File: src/rtl/kb_event_if.sv
// CPU-side keyboard register interface: event pop/clear strobes and FIFO status.
interface kb_event_if;
  localparam int unsigned KEY_W = 10;

  logic             rd_key_code;
  logic             clr_ovf;
  logic [KEY_W-1:0] key_code;
  logic             kb_buf_empty;
  logic             kb_buf_full;
  logic             kb_ovf;

  // CPU / bench side
  modport master (
    output rd_key_code, clr_ovf,
    input  key_code, kb_buf_empty, kb_buf_full, kb_ovf
  );

  // Keyboard event decoder side
  modport slave (
    input  rd_key_code, clr_ovf,
    output key_code, kb_buf_empty, kb_buf_full, kb_ovf
  );
endinterface

File: src/rtl/kb_event.sv
// PS/2 keyboard event decoder: receiver, scan-code sequencer and event FIFO.

// PS/2 serial receiver: deglitches ps2c and shifts one 11-bit frame per byte.
module ps2_rx (
  input  logic       clk,
  input  logic       reset,
  input  logic       rx_en,
  input  logic       ps2d,
  input  logic       ps2c,
  output logic       rx_done_tick,
  output logic [7:0] dout
);
  localparam int unsigned FILT_W  = 8;
  localparam int unsigned FRAME_W = 10;
  localparam int unsigned CNT_W   = 4;

  typedef enum logic [0:0] {RX_IDLE, RX_DPS} rx_state_e;

  rx_state_e          state_q, state_d;
  logic [FILT_W-1:0]  filter_q, filter_d;
  logic               f_ps2c_q, f_ps2c_d;
  logic [CNT_W-1:0]   n_q, n_d;
  logic [FRAME_W-1:0] b_q, b_d;
  logic               done_q, done_d;
  logic               fall_edge;

  // Register update
  always_ff @(posedge clk) begin
    if (reset) begin
      state_q  <= RX_IDLE;
      filter_q <= '0;
      f_ps2c_q <= 1'b0;
      n_q      <= '0;
      b_q      <= '0;
      done_q   <= 1'b0;
    end else begin
      state_q  <= state_d;
      filter_q <= filter_d;
      f_ps2c_q <= f_ps2c_d;
      n_q      <= n_d;
      b_q      <= b_d;
      done_q   <= done_d;
    end
  end

  // Clock deglitch, falling-edge detect and frame shift sequencing
  always_comb begin
    state_d  = state_q;
    n_d      = n_q;
    b_d      = b_q;
    done_d   = 1'b0;
    filter_d = {ps2c, filter_q[FILT_W-1:1]};
    if (filter_q == {FILT_W{1'b1}}) begin
      f_ps2c_d = 1'b1;
    end else if (filter_q == {FILT_W{1'b0}}) begin
      f_ps2c_d = 1'b0;
    end else begin
      f_ps2c_d = f_ps2c_q;
    end
    fall_edge = f_ps2c_q & ~f_ps2c_d;

    unique case (state_q)
      RX_IDLE: begin
        if (fall_edge && rx_en) begin
          b_d     = {ps2d, b_q[FRAME_W-1:1]};
          n_d     = CNT_W'(9);
          state_d = RX_DPS;
        end
      end
      RX_DPS: begin
        if (fall_edge) begin
          b_d = {ps2d, b_q[FRAME_W-1:1]};
          if (n_q == '0) begin
            done_d  = 1'b1;
            state_d = RX_IDLE;
          end else begin
            n_d = n_q - CNT_W'(1);
          end
        end
      end
      default: state_d = RX_IDLE;
    endcase
  end

  // Start bit has been shifted out; the low byte is the data
  assign rx_done_tick = done_q;
  assign dout         = b_q[7:0];
endmodule

// Synchronous FIFO; writes when full and reads when empty are ignored.
module fifo #(
  parameter int unsigned B = 10,
  parameter int unsigned W = 2
) (
  input  logic         clk,
  input  logic         reset,
  input  logic         rd,
  input  logic         wr,
  input  logic [B-1:0] w_data,
  output logic         empty,
  output logic         full,
  output logic [B-1:0] r_data
);
  localparam int unsigned DEPTH = 2 ** W;

  logic [B-1:0] mem_q [DEPTH];
  logic [B-1:0] mem_d [DEPTH];
  logic [W-1:0] w_ptr_q, w_ptr_d, r_ptr_q, r_ptr_d;
  logic [W-1:0] w_succ, r_succ;
  logic         full_q, full_d, empty_q, empty_d;
  logic         wr_ok, rd_ok;

  // Storage, pointers and flags
  always_ff @(posedge clk) begin
    if (reset) begin
      mem_q   <= '{default: '0};
      w_ptr_q <= '0;
      r_ptr_q <= '0;
      full_q  <= 1'b0;
      empty_q <= 1'b1;
    end else begin
      mem_q   <= mem_d;
      w_ptr_q <= w_ptr_d;
      r_ptr_q <= r_ptr_d;
      full_q  <= full_d;
      empty_q <= empty_d;
    end
  end

  // Pointer advance and flag update; pointers wrap naturally at DEPTH
  always_comb begin
    mem_d   = mem_q;
    w_ptr_d = w_ptr_q;
    r_ptr_d = r_ptr_q;
    full_d  = full_q;
    empty_d = empty_q;
    w_succ  = w_ptr_q + W'(1);
    r_succ  = r_ptr_q + W'(1);
    wr_ok   = wr & ~full_q;
    rd_ok   = rd & ~empty_q;
    if (wr_ok) begin
      mem_d[w_ptr_q] = w_data;
    end
    unique case ({wr_ok, rd_ok})
      2'b10: begin
        w_ptr_d = w_succ;
        empty_d = 1'b0;
        full_d  = (w_succ == r_ptr_q);
      end
      2'b01: begin
        r_ptr_d = r_succ;
        full_d  = 1'b0;
        empty_d = (r_succ == w_ptr_q);
      end
      2'b11: begin
        w_ptr_d = w_succ;
        r_ptr_d = r_succ;
      end
      default: ;
    endcase
  end

  assign empty  = empty_q;
  assign full   = full_q;
  assign r_data = mem_q[r_ptr_q];
endmodule

// Top: decodes scan-code sequences into {ext, brk, code} events.
module kb_event #(
  parameter int unsigned W_SIZE        = 2,
  parameter int unsigned REPORT_MAKE   = 1,
  parameter int unsigned FILTER_REPEAT = 1
) (
  input  logic       clk,
  input  logic       reset,
  input  logic       ps2d,
  input  logic       ps2c,
  kb_event_if.slave  cpu
);
  localparam int unsigned KEY_W  = 10;
  localparam int unsigned CODE_W = 8;
  localparam int unsigned CNT_W  = 3;

  localparam logic [CODE_W-1:0] C_EXT    = 8'hE0;
  localparam logic [CODE_W-1:0] C_BRK    = 8'hF0;
  localparam logic [CODE_W-1:0] C_PAUSE  = 8'hE1;
  localparam logic [CODE_W-1:0] C_FSHIFT = 8'h12;

  typedef enum logic [2:0] {
    S_IDLE, S_EXT, S_BRK, S_EXT_BRK, S_PAUSE
  } state_e;

  state_e            state_q, state_d;
  logic [CNT_W-1:0]  cnt_q, cnt_d;
  logic [CODE_W:0]   held_q, held_d;
  logic              held_vld_q, held_vld_d;
  logic              ovf_q, ovf_d;

  logic              scan_done_tick;
  logic [CODE_W-1:0] scan_out;
  logic              push_c;
  logic [KEY_W-1:0]  ev_c;
  logic              mk_req, mk_ext, bk_req, bk_ext, repeat_hit;

  ps2_rx u_rx (
    .clk          (clk),
    .reset        (reset),
    .rx_en        (1'b1),
    .ps2d         (ps2d),
    .ps2c         (ps2c),
    .rx_done_tick (scan_done_tick),
    .dout         (scan_out)
  );

  fifo #(.B(KEY_W), .W(W_SIZE)) u_fifo (
    .clk    (clk),
    .reset  (reset),
    .rd     (cpu.rd_key_code),
    .wr     (push_c),
    .w_data (ev_c),
    .empty  (cpu.kb_buf_empty),
    .full   (cpu.kb_buf_full),
    .r_data (cpu.key_code)
  );

  // Sequencer state, pause byte counter, held key and overflow flag
  always_ff @(posedge clk) begin
    if (reset) begin
      state_q    <= S_IDLE;
      cnt_q      <= '0;
      held_q     <= '0;
      held_vld_q <= 1'b0;
      ovf_q      <= 1'b0;
    end else begin
      state_q    <= state_d;
      cnt_q      <= cnt_d;
      held_q     <= held_d;
      held_vld_q <= held_vld_d;
      ovf_q      <= ovf_d;
    end
  end

  // Prefix decoding, make/break event generation and overflow tracking
  always_comb begin
    state_d    = state_q;
    cnt_d      = cnt_q;
    held_d     = held_q;
    held_vld_d = held_vld_q;
    ovf_d      = ovf_q;
    push_c     = 1'b0;
    ev_c       = '0;
    mk_req     = 1'b0;
    mk_ext     = 1'b0;
    bk_req     = 1'b0;
    bk_ext     = 1'b0;
    repeat_hit = 1'b0;

    if (scan_done_tick) begin
      unique case (state_q)
        S_IDLE: begin
          case (scan_out)
            C_EXT:   state_d = S_EXT;
            C_BRK:   state_d = S_BRK;
            C_PAUSE: begin
              state_d = S_PAUSE;
              cnt_d   = CNT_W'(7);
            end
            8'h00, 8'hAA, 8'hEE, 8'hFA, 8'hFE, 8'hFF: ;
            default: mk_req = 1'b1;
          endcase
        end
        S_EXT: begin
          if (scan_out == C_BRK) begin
            state_d = S_EXT_BRK;
          end else begin
            state_d = S_IDLE;
            if (scan_out != C_FSHIFT) begin
              mk_req = 1'b1;
              mk_ext = 1'b1;
            end
          end
        end
        S_BRK: begin
          state_d = S_IDLE;
          bk_req  = 1'b1;
        end
        S_EXT_BRK: begin
          state_d = S_IDLE;
          if (scan_out != C_FSHIFT) begin
            bk_req = 1'b1;
            bk_ext = 1'b1;
          end
        end
        S_PAUSE: begin
          cnt_d = cnt_q - CNT_W'(1);
          if (cnt_q == CNT_W'(1)) begin
            state_d = S_IDLE;
            if (REPORT_MAKE != 0) begin
              push_c = 1'b1;
              ev_c   = {2'b00, C_PAUSE};
            end
          end
        end
        default: state_d = S_IDLE;
      endcase
    end

    // Held key is tracked even when makes are not reported or get dropped
    repeat_hit = (FILTER_REPEAT != 0) && held_vld_q && (held_q == {mk_ext, scan_out});
    if (mk_req && !repeat_hit) begin
      held_d     = {mk_ext, scan_out};
      held_vld_d = 1'b1;
      if (REPORT_MAKE != 0) begin
        push_c = 1'b1;
        ev_c   = {mk_ext, 1'b0, scan_out};
      end
    end

    if (bk_req) begin
      push_c = 1'b1;
      ev_c   = {bk_ext, 1'b1, scan_out};
      if (held_vld_q && (held_q == {bk_ext, scan_out})) begin
        held_vld_d = 1'b0;
      end
    end

    // Set beats clear when both happen together
    if (cpu.clr_ovf) begin
      ovf_d = 1'b0;
    end
    if (push_c && cpu.kb_buf_full) begin
      ovf_d = 1'b1;
    end
  end

  assign cpu.kb_ovf = ovf_q;
endmodule

File: src/flat_wrapper.sv
// flat-port wrapper written by rule: the top's interface ports become plain ports
module kb_event_flat 
#(
  parameter int unsigned W_SIZE        = 2,
  parameter int unsigned REPORT_MAKE   = 1,
  parameter int unsigned FILTER_REPEAT = 1
)
  (clk, reset, ps2d, ps2c, cpu_rd_key_code, cpu_clr_ovf, cpu_key_code, cpu_kb_buf_empty, cpu_kb_buf_full, cpu_kb_ovf);
  kb_event_if cpu_i ();
  input  logic clk;
  input  logic reset;
  input  logic ps2d;
  input  logic ps2c;
  input wire logic [$bits(cpu_i.rd_key_code)-1:0] cpu_rd_key_code;
  input wire logic [$bits(cpu_i.clr_ovf)-1:0] cpu_clr_ovf;
  output wire logic [$bits(cpu_i.key_code)-1:0] cpu_key_code;
  output wire logic [$bits(cpu_i.kb_buf_empty)-1:0] cpu_kb_buf_empty;
  output wire logic [$bits(cpu_i.kb_buf_full)-1:0] cpu_kb_buf_full;
  output wire logic [$bits(cpu_i.kb_ovf)-1:0] cpu_kb_ovf;
  assign cpu_i.rd_key_code = cpu_rd_key_code;
  assign cpu_i.clr_ovf = cpu_clr_ovf;
  assign cpu_key_code = cpu_i.key_code;
  assign cpu_kb_buf_empty = cpu_i.kb_buf_empty;
  assign cpu_kb_buf_full = cpu_i.kb_buf_full;
  assign cpu_kb_ovf = cpu_i.kb_ovf;
  kb_event #(.W_SIZE(W_SIZE), .REPORT_MAKE(REPORT_MAKE), .FILTER_REPEAT(FILTER_REPEAT)) u_core (.clk(clk), .reset(reset), .ps2d(ps2d), .ps2c(ps2c), .cpu(cpu_i));
endmodule
File: config.mk
export PLATFORM = sky130hd
export DESIGN_NAME = kb_event_flat
export DESIGN_NICKNAME = d
export VERILOG_FILES = /design/src/rtl/kb_event_if.sv /design/src/rtl/kb_event.sv /design/src/flat_wrapper.sv
export SDC_FILE = /design/constraint.sdc
export NUM_CORES = 1
export LEC_CHECK = 0
export ABC_AREA = 0
export ABC_CLOCK_PERIOD_IN_PS = 9900
export CAP_MARGIN = 20
export CORE_MARGIN = 5
export CORE_UTILIZATION = 65
export CTS_CLUSTER_SIZE = 20
export DETAILED_ROUTE_END_ITERATION = 16
export GPL_TIMING_DRIVEN = 0
export PLACE_DENSITY_LB_ADDON = 0.15
export SLEW_MARGIN = 20
export SYNTH_ARGS = -nofsm -noshare
export SYNTH_HDL_FRONTEND = slang
export SYNTH_HIERARCHICAL = 1
export SYNTH_SLANG_ARGS = --single-unit
File: constraint.sdc
create_clock -name clk -period 9.9 [get_ports clk]
set_input_delay 1.98 -clock clk [delete_from_list [all_inputs] [get_ports clk]]
set_output_delay 1.98 -clock clk [all_outputs]
set_load 0.03 [all_outputs]
==> impl_metrics.ini <==
[run_status]
run_status = finished clean

[synth]
synth_flop_cell = dfxtp_1
synth-seq-area-share = 0.403
synth-edff-count = 0
yosysWarnings = 6
ys_async_sr_fraction = 0
syn_inst = 488
synthesis.area_um2 = 4370
avgSynthCellArea_um2 = 8.96
synth_cell_types = 57
ys_ff_latch = 88

[global_route]
grt_pass1_wl_um = 16900
grt_start_max_net_pins = 18
antenna_found_initial = 0
grt_use_total = 0.246
grt_overflow = 0
grt_pass1_vias = 3502

[placed_design]
gp_congestion = 0.907
placedCellCount = 584
hpwl_um = 6900
post-place-ws_ps = 5790
portBuffers = 18

[floorplanning]
die-width_um = 92.0
start_util = 0.677
rows = 29
die_h_um = 92.0
die-area_um2 = 8470
coreArea_um2 = 6460
io_pins = 19

[clock_network]
clock_sinks = 88
clk_latency_ps = 350
cts_resized = 0
post-cts-setup-buffer-count = 0
clkSlewWorstSetupHoldPaths_ps = 90
cts-root-buf = clkbuf_8
cts_made_buffers = 9
htree_levels = 3
cts_hold_buf = 0
cts_tree = built
clockBufferDepth = 2

[drt]
routedWlPerCell_um = 17.0
dr.pass1.iters = 6
wl_um = 10200
routed_via_density = 6.18
drt_first_iter_violations = 329
vias = 3707
drc = 0
postRouteAntennaNets = 0

[critical_path]
critical_path_class = reg -> out
cpPeakStageDelay_ps = 610
worstPathArrival_ps = 2240
worstPathCellList = buf_6, buf_4, mux4_2, clkdlybuf4s50_1
critical_path.startpoint_type = register
critical_path_required_ps = 7920
cp_slowest_cell = clkdlybuf4s50_1
path_max_fanout = 10
endpoint_kind = output port

[cells_and_area]
layout-drive-gt1-share = 0.107
fin_cells = 600
nets = 533
diodes = 0
n_fill_cell = 487
area_delta_synth_final_pct = 10.7

[timing]
finClkSkew_ps = 12.3
drv_slew = 0
min_period_over_period = 0.426
rsz0062_at_grt = false
final-setup-viol-count = 0
setup_slack_ps = 5680
setup_tns_ps = 0
tightest_slew_ps = 783
maxSlewHeadroom = 0.473
fin_crit_ps = 4220
fmax_mhz = 237
final-hold-violation-count = 0

[power_and_ir_drop]
total_power_mw = 0.597
vdd.ir_drop.worst_v = 0.0000860
power.density_nw_per_um2 = 123
p_leak_nw = 1.64

[worst_hold_path]
hold_class = reg -> reg

[run]
max_cap_violations = 0
## synthesized netlist by cell type (3+ instances only)
master	count	area (µm²)
xnor2_1	11	96.3
o21ai_0	6	30.0
o31ai_1	4	30.0
a211oi_1	3	22.5
inv_1	16	60.1
a21boi_0	4	30.0
nand3b_1	9	67.6
buf_6	3	33.8
mux4_2	7	158
buf_2	5	25.0
a21oi_1	50	250
or4_1	6	45.0
nor4_1	3	18.8
nand2b_1	16	100
mux2i_1	21	210
nand3_1	46	230
nor2_1	24	90.1
nor4b_1	3	26.3
clkbuf_1	17	63.8
buf_4	13	97.6
nor2b_1	14	87.6
nor3_1	6	30.0
xor2_1	4	35.0
dfxtp_1	88	1760
nand4_1	6	37.5
nand2_1	57	214
ha_1	9	113
mux4_1	3	78.8
## metal layers
metal  wire, µm  track usage  share of wire  up-vias
li1           -            -              -     1773
met1       4560        0.336           0.45     1773
met2       4820        0.402           0.47      156
met3        738       0.0434          0.073        5
met4         57       0.0730         0.0056        0
met5          0            0              0        -
## placed cells by master, fill, tap and decap left out, drive strengths merged, types with 2 or more instances in the layout
| cell | netlist | final |
|---|---|---|
| a211oi | 4 | 4 |
| a21boi | 4 | 4 |
| a21o | 2 | 2 |
| a21oi | 50 | 50 |
| a221oi | 2 | 2 |
| a311oi | 2 | 2 |
| buf | 22 | 22 |
| clkbuf | 18 | 28 |
| clkdlybuf4s50 | 0 | 18 |
| clkinv | 0 | 3 |
| clkinvlp | 0 | 2 |
| conb | 1 | 2 |
| dfxtp | 88 | 88 |
| ha | 9 | 9 |
| inv | 16 | 17 |
| mux2i | 21 | 21 |
| mux4 | 10 | 10 |
| nand2 | 57 | 57 |
| nand2b | 16 | 16 |
| nand3 | 46 | 46 |
| nand3b | 9 | 9 |
| nand4 | 6 | 6 |
| nor2 | 24 | 24 |
| nor2b | 14 | 14 |
| nor3 | 6 | 6 |
| nor4 | 5 | 5 |
| nor4b | 3 | 3 |
| o211ai | 2 | 2 |
| o21ai | 6 | 6 |
| o31ai | 4 | 4 |
| or4 | 7 | 7 |
| or4b | 2 | 2 |
| xnor2 | 11 | 11 |
| xor2 | 4 | 4 |
## stage by stage
stage / utilization / hold slack (ps) / instance area, µm²
3_5_place_dp: 0.720 / 447 / 4650
6_report: 0.749 / 458 / 4840
3_3_place_gp: 0.720 / 440 / 4650
5_1_grt: 0.749 / 474 / 4840
4_1_cts: 0.748 / 459 / 4830
2_1_floorplan: - / 432 / 4380
## final timing paths
path / slack, ps / cells past startpoint / from / to
worst min register to register: 460 / 2 / u_core/u_fifo/mem_q[1] / u_core/u_fifo/mem_q[1]
worst min-delay path: 460 / 2 / u_core/u_fifo/mem_q[1] / u_core/u_fifo/mem_q[1]
worst max-delay path: 5680 / 4 / u_core/u_fifo/r_ptr_q[0] / cpu_key_code[1]
worst max register to register: 5750 / 15 / u_core/u_rx/b_q[6] / u_core/u_fifo/full
## layout make-up
cell class	instances	area (µm²)	area share
buffer	40	229	0.0473
clock buffer	10	138	0.0284
clock inverter	6	42.5	0.00879
inverter	16	60.1	0.0124
multi-input combinational	345	2330	0.482
sequential	88	1760	0.364
tap	77	96.3	0.0199
timing repair buffer	18	180	0.0372
## critical path, delay by kind of cell (launching register included)
kind	cells	cell delay [ps]
DFF	1	350
buffers and inverters	3	990
muxes	1	540
## power breakdown
group	leakage, nW	total [mW]	internal [mW]	switching [mW]
clock network	0.0887	0.229	0.0985	0.130
logic	0.838	0.0129	0.00455	0.00830
registers	0.709	0.355	0.354	0.000789
total	1.64	0.597	0.457	0.139
## logic make-up after synthesis
family,synth area share
fa+ha+maj,0.0258
simple gates,0.246
xor+xnor,0.0301
buf+inv,0.0661
other cells,0.000858
mux,0.102
compound gates,0.126
flops,0.403
## sequential cells by signal, indices dropped and copies added (netlist names)
register / cells
u_core/cnt_q: 3
u_core/u_fifo/full: 1
u_core/u_rx/state_q: 1
u_core/u_rx/rx_done_tick: 1
u_core/u_rx/f_ps2c_q: 1
u_core/u_rx/filter_q: 8
u_core/cpu.kb_ovf: 1
u_core/u_fifo/r_ptr_q: 2
u_core/u_fifo/empty: 1
u_core/held_vld_q: 1
u_core/u_fifo/w_ptr_q: 2
u_core/u_rx/n_q: 4
u_core/u_rx/b_q: 10
u_core/u_fifo/mem_q: 40
u_core/held_q: 9
u_core/state_q: 3
(Power assumes the default switching activity.)
